[config.mk]
export PLATFORM = sky130hd
export DESIGN_NAME = pio_edge_irq
export DESIGN_NICKNAME = d
export VERILOG_FILES = /design/src/rtl/pio_edge_irq.sv
export SDC_FILE = /design/constraint.sdc
export NUM_CORES = 1
export LEC_CHECK = 0
export CORE_MARGIN = 2
export CORE_UTILIZATION = 29
export CTS_CLUSTER_SIZE = 8
export DETAILED_ROUTE_END_ITERATION = 10
export PLACE_DENSITY = 0.85
export SYNTH_ARGS = -nofsm -noshare
export SYNTH_HDL_FRONTEND = slang
export SYNTH_SLANG_ARGS = --single-unit
[constraint.sdc]
create_clock -name clk -period 2.02 [get_ports clk]
set_clock_uncertainty 0.15 [all_clocks]
set_input_delay 0.202 -clock clk [delete_from_list [all_inputs] [get_ports clk]]
set_output_delay 0.202 -clock clk [all_outputs]
set_load 0.01 [all_outputs]
[src/rtl/pio_edge_irq.sv]
// pio_edge_irq: Avalon-MM input PIO with a per-bit synchroniser, debounce filter,
// edge capture and maskable interrupt. The register map matches the existing PIO slaves.
module pio_edge_irq #(
  parameter int WIDTH           = 1,
  parameter int SYNC_STAGES     = 2,
  parameter int DEBOUNCE_CYCLES = 4,
  parameter int EDGE_TYPE       = 1
) (
  input  logic             clk,
  input  logic             reset_n,
  input  logic [1:0]       address,
  input  logic             chipselect,
  input  logic             write_n,
  input  logic [31:0]      writedata,
  input  logic [WIDTH-1:0] in_port,
  output logic [31:0]      readdata,
  output logic             irq
);

  localparam int               CNT_W     = $clog2(DEBOUNCE_CYCLES + 1);
  localparam logic [CNT_W-1:0] CNT_LAST  = CNT_W'(DEBOUNCE_CYCLES - 1);
  localparam logic [1:0]       ADDR_DATA = 2'd0;
  localparam logic [1:0]       ADDR_MASK = 2'd2;
  localparam logic [1:0]       ADDR_EDGE = 2'd3;

  logic             wr_en;
  logic             unused_wdata;
  logic [WIDTH-1:0] sync_q [SYNC_STAGES];
  logic [WIDTH-1:0] sync_d [SYNC_STAGES];
  logic [WIDTH-1:0] sync_s;
  logic [CNT_W-1:0] cnt_q [WIDTH];
  logic [CNT_W-1:0] cnt_d [WIDTH];
  logic [WIDTH-1:0] filt_q;
  logic [WIDTH-1:0] filt_d;
  logic [WIDTH-1:0] mask_q;
  logic [WIDTH-1:0] mask_d;
  logic [WIDTH-1:0] ec_q;
  logic [31:0]      readdata_q;
  logic [31:0]      readdata_d;

  assign wr_en        = chipselect & ~write_n;
  assign unused_wdata = ^writedata;

  always_comb begin
    for (int i = 0; i < SYNC_STAGES; i++) begin
      sync_d[i] = (i == 0) ? in_port : sync_q[(i == 0) ? 0 : i - 1];
    end
  end

  assign sync_s = sync_q[SYNC_STAGES-1];

  // A new value must hold for DEBOUNCE_CYCLES sampled cycles; any return to f restarts the count.
  always_comb begin
    filt_d = filt_q;
    for (int b = 0; b < WIDTH; b++) begin
      cnt_d[b] = cnt_q[b];
      if (sync_s[b] == filt_q[b]) begin
        cnt_d[b] = '0;
      end else if (cnt_q[b] == CNT_LAST) begin
        filt_d[b] = sync_s[b];
        cnt_d[b]  = '0;
      end else begin
        cnt_d[b] = cnt_q[b] + CNT_W'(1);
      end
    end
  end

  always_comb begin
    mask_d = mask_q;
    if (wr_en && (address == ADDR_MASK)) begin
      mask_d = writedata[WIDTH-1:0];
    end
  end

  always_comb begin
    readdata_d = '0;
    case (address)
      ADDR_DATA: readdata_d[WIDTH-1:0] = filt_q;
      ADDR_MASK: readdata_d[WIDTH-1:0] = mask_q;
      ADDR_EDGE: readdata_d[WIDTH-1:0] = ec_q;
      default:   readdata_d = '0;
    endcase
  end

  always_ff @(posedge clk or negedge reset_n) begin
    if (!reset_n) begin
      for (int i = 0; i < SYNC_STAGES; i++) begin
        sync_q[i] <= '0;
      end
      for (int b = 0; b < WIDTH; b++) begin
        cnt_q[b] <= '0;
      end
      filt_q     <= '0;
      mask_q     <= '0;
      readdata_q <= '0;
    end else begin
      for (int i = 0; i < SYNC_STAGES; i++) begin
        sync_q[i] <= sync_d[i];
      end
      for (int b = 0; b < WIDTH; b++) begin
        cnt_q[b] <= cnt_d[b];
      end
      filt_q     <= filt_d;
      mask_q     <= mask_d;
      readdata_q <= readdata_d;
    end
  end

  generate
    if (EDGE_TYPE != 0) begin : g_edge
      logic [WIDTH-1:0] filt_dly_q;
      logic [WIDTH-1:0] filt_dly_d;
      logic [WIDTH-1:0] rise;
      logic [WIDTH-1:0] fall;
      logic [WIDTH-1:0] ev;
      logic [WIDTH-1:0] ec_clr;
      logic [WIDTH-1:0] ec_d;

      // A new event on the same edge as a write-1-to-clear keeps the bit set.
      always_comb begin
        filt_dly_d = filt_q;
        rise       = filt_q & ~filt_dly_q;
        fall       = ~filt_q & filt_dly_q;
        case (EDGE_TYPE)
          1:       ev = rise;
          2:       ev = fall;
          default: ev = rise | fall;
        endcase
        ec_clr = (wr_en && (address == ADDR_EDGE)) ? writedata[WIDTH-1:0] : '0;
        ec_d   = (ec_q & ~ec_clr) | ev;
      end

      always_ff @(posedge clk or negedge reset_n) begin
        if (!reset_n) begin
          filt_dly_q <= '0;
          ec_q       <= '0;
        end else begin
          filt_dly_q <= filt_dly_d;
          ec_q       <= ec_d;
        end
      end
    end else begin : g_level
      assign ec_q = '0;
    end
  endgenerate

  always_comb begin
    if (EDGE_TYPE == 0) begin
      irq = |(filt_q & mask_q);
    end else begin
      irq = |(ec_q & mask_q);
    end
  end

  assign readdata = readdata_q;

endmodule

==> results of run 1 <==
-- logic make-up after synthesis --
| logic type | count (synthesis) | share of synthesized area (%) |
|---|---|---|
| fa+ha+maj | 1 | 1.996 |
| other cells | 1 | 0.5982 |
| xor+xnor | 1 | 1.397 |
| compound gates | 3 | 3.593 |
| flops | 10 | 39.92 |
| simple gates | 8 | 8.981 |
| mux | 3 | 5.788 |
| buf+inv | 32 | 37.72 |
-- state kept, by name, indices dropped and copies added (netlist names) --
name / cells
mask_q: 1
filt_q: 1
ec_q: 1
sync_s: 1
cnt_q: 3
g_edge.filt_dly_q: 1
sync_d: 1
readdata: 1
-- area by class of cell --
class                           instances  area, um^2  area share (%)
Tap cell                               27       33.78           5.172
Multi-Input combinational cell         47       252.7           38.70
Clock buffer                            3       22.52           3.448
Timing Repair Buffer                    9       90.09           13.79
Sequential cell                        10       250.2           38.31
Inverter                                1       3.754          0.5747
-- through the flow --
stage	cells	util, %	setup WS (ns)	area, um^2
after global routing	97	32.63	0.2972	653.1
final	97	32.63	0.3659	653.1
after CTS	97	32.63	0.3510	653.1
after detailed placement	94	31.50	0.4676	630.6
after global placement	94	31.50	0.4903	630.6
after floorplan	89	-	0.7738	739.5
-- worst paths after layout --
check	start	to	slack, ns	depth (start not counted)
worst max register to register	cnt_q[0]	filt_q	0.70	3
worst min register to register	sync_d[0]	sync_s	0.20	0
worst max-delay path	ec_q	irq	0.37	2
max in group asynchronous	reset_n	mask_q	1.31	1
worst min-delay path	reset_n	sync_s	0.10	1
min in group clk	sync_d[0]	sync_s	0.20	0
-- cell usage in the layout, fill, tap and decap left out, drive strengths merged --
master	Yosys	layout
mux2i	1	1
nand3b	1	1
nor3	1	1
and4bb	1	1
xnor2	1	1
conb	1	31
clkdlybuf4s50	0	9
nor3b	1	1
dfrtp	10	10
a221o	1	1
ha	1	1
nor2b	2	2
a21boi	1	1
clkbuf	0	3
o21ai	1	1
mux2	2	2
and2	1	1
inv	1	1
nand3	1	1
-- worst reg2reg max path: stages (launching register included) --
cell and delay (ns):
dfrtp_1 0.35, ha_1 0.16, nor2b_1 0.20, mux2_2 0.35
-- per-layer routing --
metal  GRT usage [%]  vias to the layer above
met2           12.28                       23
met4           4.054                        0
li1                -                      152
met3           5.357                        5
met1           5.993                      150
met5               0                        -
-- power breakdown --
part           switching (mW)  internal, mW
Sequential             0.0321         0.248
Combinational          0.0749        0.0757
Clock                  0.0620        0.0685
Total                   0.169         0.392
==> results by group, run 1 <==
Power
  – Max VDD drop: 0.4535 mV
  – Power Density: 859.5 mW/mm^2
  – Lkg Pwr: 0.3288 nW
  – PnR Total Power: 561.3 uW

Critical path
  – Crit path cell chain: and2_1 > clkdlybuf4s50_1
  – WP buf/inv: 1
  – Crit start category: register
  – CP max FO: 4
  – Crit path required time: 1.67 ns
  – CP Capture Type: output pin
  – Crit-path slowest cell: clkdlybuf4s50_1
  – Worst EP arrival: 1.30 ns
  – Crit path max-delay family: buffers and inverters
  – Kind of critical path: register to output pin
  – Max stage delay on crit path: 0.53 ns

CTS
  – # hold bufs at CTS: 0
  – Clk_lat worst skew: 0.26 ns
  – Post-CTS Resized: 0
  – CTS max path bufs: 2
  – Post-CTS Repair Setup Buffers: 0
  – CTS H-tree depth: 1
  – CTS Buf Count: 3
  – CTS clk-pin slew, worst paths: 0.06 ns
  – Num Clock Sinks: 10
  – Root Driver: clkbuf_4
  – CTS tree: done

Detailed routing
  – Total Wirelength: 793 um
  – Routed wire per std cell: 8.175 um
  – DR vias: 330
  – Max layer used: met4
  – Met2 wire len: ~440 um
  – DRT iter0 DRCs: 3
  – Via-to-Cell Ratio: approximately 3.4
  – Drc violations: 0
  – Drt first pass iters: 3
  – Antenna-violating nets left: 0
  – M1 wire length: 252 um
  – Detailed route wirelength on metal3: 86 um

STA
  – Final Hold Vio Count: 0
  – Achievable Freq: 0.6046 GHz
  – Fin crit share: 81.89%
  – Finish-stage setup viols: 0
  – Total negative setup slack: 0 ns
  – Unrepaired setup endpoints after global routing: no
  – Fin crit period: between 1.5 and 2 ns
  – WHS: between 0.1 and 0.15 ns
  – Fin. max-slew vios: 0

Synthesis
  – Most frequent cell after synthesis: buf_4
  – Yosys warnings: 0
  – Syn_area_per_cell: around 11 um^2
  – Synthesized cell area: 626.9 um^2
  – Cells after synthesis: 59
  – Post-synthesis sequential area ratio: 39.92%
  – Synthesized flop and latch total: 10
  – Most common library cells after synthesis: 31 x buf_4, 10 x dfrtp_1, 2 x nor2b_1
  – Synth unique cells: 19
  – Top post-synthesis cells by area: dfrtp_1 40%, buf_4 37%, mux2_4 2.4%
  – Top FF cell, synth: dfrtp_1
  – Post-synth top area share: 39.92%
  – Number of synthesized flops with an enable pin: 0
  – Synth async-reset ratio: 100.0%
  – Cell taking the most area after synthesis: dfrtp_1

Global routing
  – GRT Overall Usage: under 10%
  – Initial antenna violation count: 0
  – First-pass GRT wire length: approximately 1200 um
  – Number of global-route vias before repair: 307
  – Largest net degree at the start of global routing: 11
  – Total grt overflow: 0

Outcome
  – Status: complete, no violations

Finish
  – Share of cells above drive strength 1: between 7 and 8%
  – Filler cells: 225
  – Syn-to-layout area delta: 4.192%
  – Nets: 112
  – Antenna diode count: 0

Floorplan
  – Die Outline Area: 0.002549 mm^2
  – Core ar.: 0.002002 mm^2
  – Core Rows: 16
  – I/O Pins: 72
  – Initial Util: 31.31%
  – DIE HEIGHT: 50.49 um
  – Die Wd: 50.49 um

Place
  – I/O Buffers: 9
  – Gpl congestion: 0.7549
  – DP HPWL: 688.2 um

Hold path
  – Worst Hold Class: input pin to asynchronous set/reset pin

Run
  – Max Cap Violations: 0
(Power assumes the default switching activity.)
==> run 2, diff against run 1 <==
CORE_UTILIZATION = 27   (was 29)
PLACE_DENSITY = 0.8   (was 0.85)
clock period = 1.67 ns   (was 2.02 ns; I/O delays follow)
==> run 2 against run 1 <==
Largest power group unchanged. First-iteration DRC count fell by 33%. Clock-buffer cell count did not move. Wire length increased by 5.4%. Die area is 6.8% higher.
==> results by group, run 2 (synthesized netlist as in run 1, its figures left out) <==
Critical path
  – Reg2reg setup slack: 0.32 ns
  – CP max FO: 1
  – Crit path required time: 1.35 ns
  – Worst R2R Start: cnt_q[0]
  – CP Capture Type: output pin
  – Crit path cell chain: clkdlybuf4s50_1
  – Worst reg2reg path depth: 3
  – Crit start category: register
  – WP buf/inv: 1
  – Crit-path slowest cell: clkdlybuf4s50_1
  – R2r endpoint: filt_q
  – Worst EP arrival: 1.10 ns
  – Max stage delay on crit path: 0.52 ns
  – Kind of critical path: register to output pin
  – Crit path max-delay family: buffers and inverters

STA
  – Unrepaired setup endpoints after global routing: no
  – Achievable Freq: 0.7053 GHz
  – Fin. max-slew vios: 0
  – Fin crit period: ~1.4 ns
  – Final setup margin: 0.2522 ns
  – Finish-stage setup viols: 0
  – Final Hold Vio Count: 0
  – Total negative setup slack: 0 ns
  – Fin crit share: 84.90%

Detailed routing
  – DR vias: 335
  – DRT iter0 DRCs: 2
  – Total Wirelength: 836 um
  – Via-to-Cell Ratio: about 3.4
  – Antenna-violating nets left: 0
  – Drc violations: 0
  – Drt first pass iters: 2
  – Routed wire per std cell: between 8 and 9 um

Floorplan
  – Die Wd: 52.19 um
  – Initial Util: 28.34%
  – Core Rows: 17
  – Core ar.: 0.002212 mm^2
  – I/O Pins: 72
  – DIE HEIGHT: 52.19 um
  – Die Outline Area: 0.002723 mm^2

Finish
  – Filler cells: 233
  – Post-Layout Cell Count: slightly below 100
  – Commonest cells after routing, fill and taps aside: 31 x conb_1, 10 x dfrtp_1, 8 x clkdlybuf4s50_1
  – Commonest non-fill, non-tap cell in the layout: conb_1
  – Nets: roughly 110
  – Finished Cell Area: 664.4 um^2
  – Antenna diode count: 0
  – Max FFs per register: 3
  – Share of cells above drive strength 1: 8.451%
  – Largest register by flop count: cnt_q
  – Syn-to-layout area delta: 5.988%

Power
  – Sequential Power Share: between 50% and 60%
  – Max VDD drop: 0.5089 mV
  – Gate power share: 26.8%
  – Lkg Pwr: 0.3437 nW
  – Power Density: a little over 1000 mW/mm^2
  – Sw Ratio: 29.63%
  – Internal: about 470 uW
  – NetSw: 200.0 uW
  – Power share of the clock group: 23.1%
  – PnR Total Power: ~670 uW

Global routing
  – Initial antenna violation count: 0
  – GRT Overall Usage: 6.269%
  – First-pass GRT wire length: approximately 1200 um
  – Number of global-route vias before repair: approximately 280
  – Largest net degree at the start of global routing: 11
  – Total grt overflow: 0

Place
  – Gpl congestion: 0.7036
  – DP HPWL: 709.6 um
  – Pre-CTS WS: 0.1565 ns
  – Placed insts: 95
  – Post-DP Area: about 630 um^2
  – I/O Buffers: 9

CTS
  – Root Driver: clkbuf_4
  – CTS max path bufs: 2
  – CTS H-tree depth: 1
  – CTS Buf Count: 3
  – Clk_lat worst skew: 0.26 ns
  – CTS tree: done
  – CTS clk-pin slew, worst paths: 0.06 ns
  – Num Clock Sinks: 10
  – # hold bufs at CTS: 0

Outcome
  – Status: complete, no violations

Hold path
  – Worst Hold Class: input pin to asynchronous set/reset pin

Run
  – Max Cap Violations: 0
[run 2: changes by cell type in the layout (fill, tap and decap cells not counted), sizes merged]
cell           delta
dlymetal6s2s      +1
clkdlybuf4s50     -1
buf               +1
[run 2: what timing repair did]
item,CTS,global route
buffers inserted,0,1
hold endpoints to repair,0,0
endpoints found under the setup margin,0,1
resized for setup,0,1
[run 2: metrics by stage]
| stage | hold slack, ns | utilization [%] |
|---|---|---|
| 6_report | 0.06281 | 30.03 |
| 5_1_grt | 0.1019 | 30.03 |
| 4_1_cts | 0.07506 | 29.58 |
| 3_5_place_dp | 0.2063 | 28.56 |
| 3_3_place_gp | 0.1853 | 28.56 |
| 2_1_floorplan | -0.2786 | - |
[run 2: power by group through the flow]
stage                     sequential (mW)  clock [mW]  combinational (mW)
after floorplan                     0.334           0               0.174
after global placement              0.338           0               0.173
after detailed placement            0.344           0               0.183
after CTS                           0.340       0.165               0.184
after global routing                0.346       0.172               0.205
final                               0.338       0.156               0.181
[run 2: worst max-delay path by stage]
stage,startpoint,to,cells past startpoint
after floorplan,cnt_q[0],filt_q,3
after global placement,address[1],mask_q,3
after detailed placement,address[1],mask_q,3
after CTS,ec_q,irq,2
after global routing,readdata[0],readdata[0],1
final,readdata[0],readdata[0],1
[run 2: area by class of cell]
class	count	area, um^2	area share (%)
Clock buffer	3	22.52	3.390
Multi-Input combinational cell	47	252.7	38.04
Timing Repair Buffer	10	100.1	15.07
Sequential cell	10	250.2	37.66
Inverter	1	3.754	0.5650
Tap cell	28	35.03	5.273
[run 2: layer usage]
| metal | GRT usage, % | vias up | part of all wire [%] |
|---|---|---|---|
| met3 | 4.286 | 0 | 8.1 |
| met1 | 5.188 | 162 | 33 |
| met4 | 1.282 | 0 | 0 |
| li1 | - | 154 | - |
| met5 | 0 | - | 0 |
| met2 | 12.03 | 19 | 58 |
==> run 3, diff against run 2 <==
clock period = 1.4 ns   (was 1.67 ns; I/O delays follow)
==> run 3 against run 2 <==
Final cell count up 5.1%. First-iteration DRC count is 50% lower. Non-clock buffer count increased by 4. Utilization increased by 1.8 points. Global-route usage rose by 0.96 points. Combinational power is 25% higher. Critical endpoint is now filt_q. Highest routed layer is now met4.
==> results by group, run 3 (synthesized netlist as in run 1, its figures left out) <==
Place
  – Pre-CTS WS: -0.03687 ns
  – I/O Buffers: 9
  – DP HPWL: 743.3 um
  – Gpl congestion: 0.7220

Global routing
  – Initial antenna violation count: 0
  – Total grt overflow: 0
  – First-pass GRT wire length: 1338 um
  – Largest net degree at the start of global routing: 11
  – GRT Overall Usage: around 7.2%
  – Number of global-route vias before repair: 317

Critical path
  – Crit path cell chain: ha_1 > nor2b_1 > mux2_2
  – Max stage delay on crit path: 0.36 ns
  – WP buf/inv: 0
  – Crit-path slowest cell: dfrtp_1
  – Levels on crit path: 3
  – Crit start category: register
  – Worst EP arrival: 1.34 ns
  – Worst reg2reg path depth: 3
  – Kind of critical path: register to register
  – CP Capture Type: register
  – R2r endpoint: filt_q
  – CP max FO: 2
  – Crit path required time: 1.41 ns
  – Worst R2R Start: cnt_q[0]
  – Reg2reg setup slack: 0.06 ns
  – CP Capture Point: filt_q
  – Critical Path Start: cnt_q[0]
  – Crit path max-delay family: flip-flops

STA
  – Unrepaired setup endpoints after global routing: no
  – Achievable Freq: 0.7483 GHz
  – Final setup margin: 0.06364 ns
  – Fin crit share: 95.45%
  – Fin crit period: 1.336 ns
  – Finish-stage setup viols: 0
  – Final Hold Vio Count: 0
  – Fin. max-slew vios: 0
  – WHS: 0.02537 ns

Detailed routing
  – DR vias: roughly 360
  – Total Wirelength: 848 um
  – Drt first pass iters: 2
  – Via-to-Cell Ratio: 3.442
  – Drc violations: 0
  – Antenna-violating nets left: 0
  – DRT iter0 DRCs: 1
  – Routed wire per std cell: slightly above 8 um

CTS
  – CTS Buf Count: 3
  – Num Clock Sinks: 10
  – CTS max path bufs: 2
  – CTS tree: done
  – CTS H-tree depth: 1
  – CTS clk-pin slew, worst paths: approximately 0.070 ns
  – # hold bufs at CTS: 0
  – Root Driver: clkbuf_4
  – Clk_lat worst skew: 0.27 ns

Finish
  – Multi-input gate area: roughly 250 um^2
  – Max FFs per register: 3
  – Storage cell area: 250.2 um^2
  – Share of cells above drive strength 1: 14.47%
  – Largest register by flop count: cnt_q
  – Commonest cells after routing, fill and taps aside: 31 x conb_1, 10 x dfrtp_1, 7 x clkdlybuf4s50_1
  – Filler cells: 224
  – Nets: 117
  – Antenna diode count: 0
  – Syn-to-layout area delta: 12.38%
  – Commonest non-fill, non-tap cell in the layout: conb_1

Floorplan
  – Core Rows: 17
  – Core ar.: 0.002212 mm^2
  – Die Outline Area: 0.002723 mm^2
  – Die Wd: 52.19 um
  – DIE HEIGHT: 52.19 um
  – I/O Pins: 72
  – Initial Util: 28.34%

Hold path
  – Worst Hold Class: input pin to asynchronous set/reset pin

Outcome
  – Status: complete, no violations

Run
  – Max Cap Violations: 0

Power
  – Lkg Pwr: 0.3624 nW
  – Power Density: 1256 mW/mm^2
  – Max VDD drop: 0.4431 mV
[run 3: metal layers]
metal	wire length [um]	track usage, %
met5	0	0
met4	19	5.128
met3	62	2.571
met2	507	13.29
met1	259	6.417
[run 3: what timing repair did]
action / in CTS / in global routing
buffers inserted: 2 / 0
endpoints found under the setup margin: 2 / 1
resized for setup: 2 / 1
gates cloned: 0 / 0
[run 3: metrics by stage]
step	instance area (um^2)	power, mW	util [%]	setup TNS [ns]	instances
floorplan	739.5	0.6060	-	0	89
global placement	654.4	0.6163	29.58	-0.04537	98
detailed placement	654.4	0.6332	29.58	-0.05568	98
CTS	703.2	0.8929	31.79	0	104
global route	704.4	0.9463	31.84	0	104
finish	704.4	0.8844	31.84	0	104
[run 3: worst min path at each step]
stage	from	to	slack, ns	cells past startpoint
finish	reset_n	ec_q	0.03	1
global route	reset_n	cnt_q[2]	0.07	1
CTS	reset_n	cnt_q[1]	0.04	1
detailed placement	sync_d[0]	sync_s	0.19	0
global placement	sync_d[0]	sync_s	0.18	0
floorplan	reset_n	cnt_q[0]	-0.31	0
[run 3: power breakdown]
group | internal, mW | switching, mW
clock | 0.158 | 0.101
sequential | 0.357 | 0.0411
combinational | 0.115 | 0.112
total | 0.630 | 0.254
[run 3: cell type report]
type / instances / share of cell area [%]
Multi-Input combinational cell: 47 / 35.88
Tap cell: 28 / 4.973
Inverter: 1 / 0.5329
Sequential cell: 10 / 35.52
Timing Repair Buffer: 14 / 17.94
Clock buffer: 4 / 5.151
[run 3: worst register-to-register path, cell delays in order, from the launching register on]
cell and delay, ns:
dfrtp_1 0.36, ha_1 0.17, nor2b_1 0.20, mux2_2 0.35
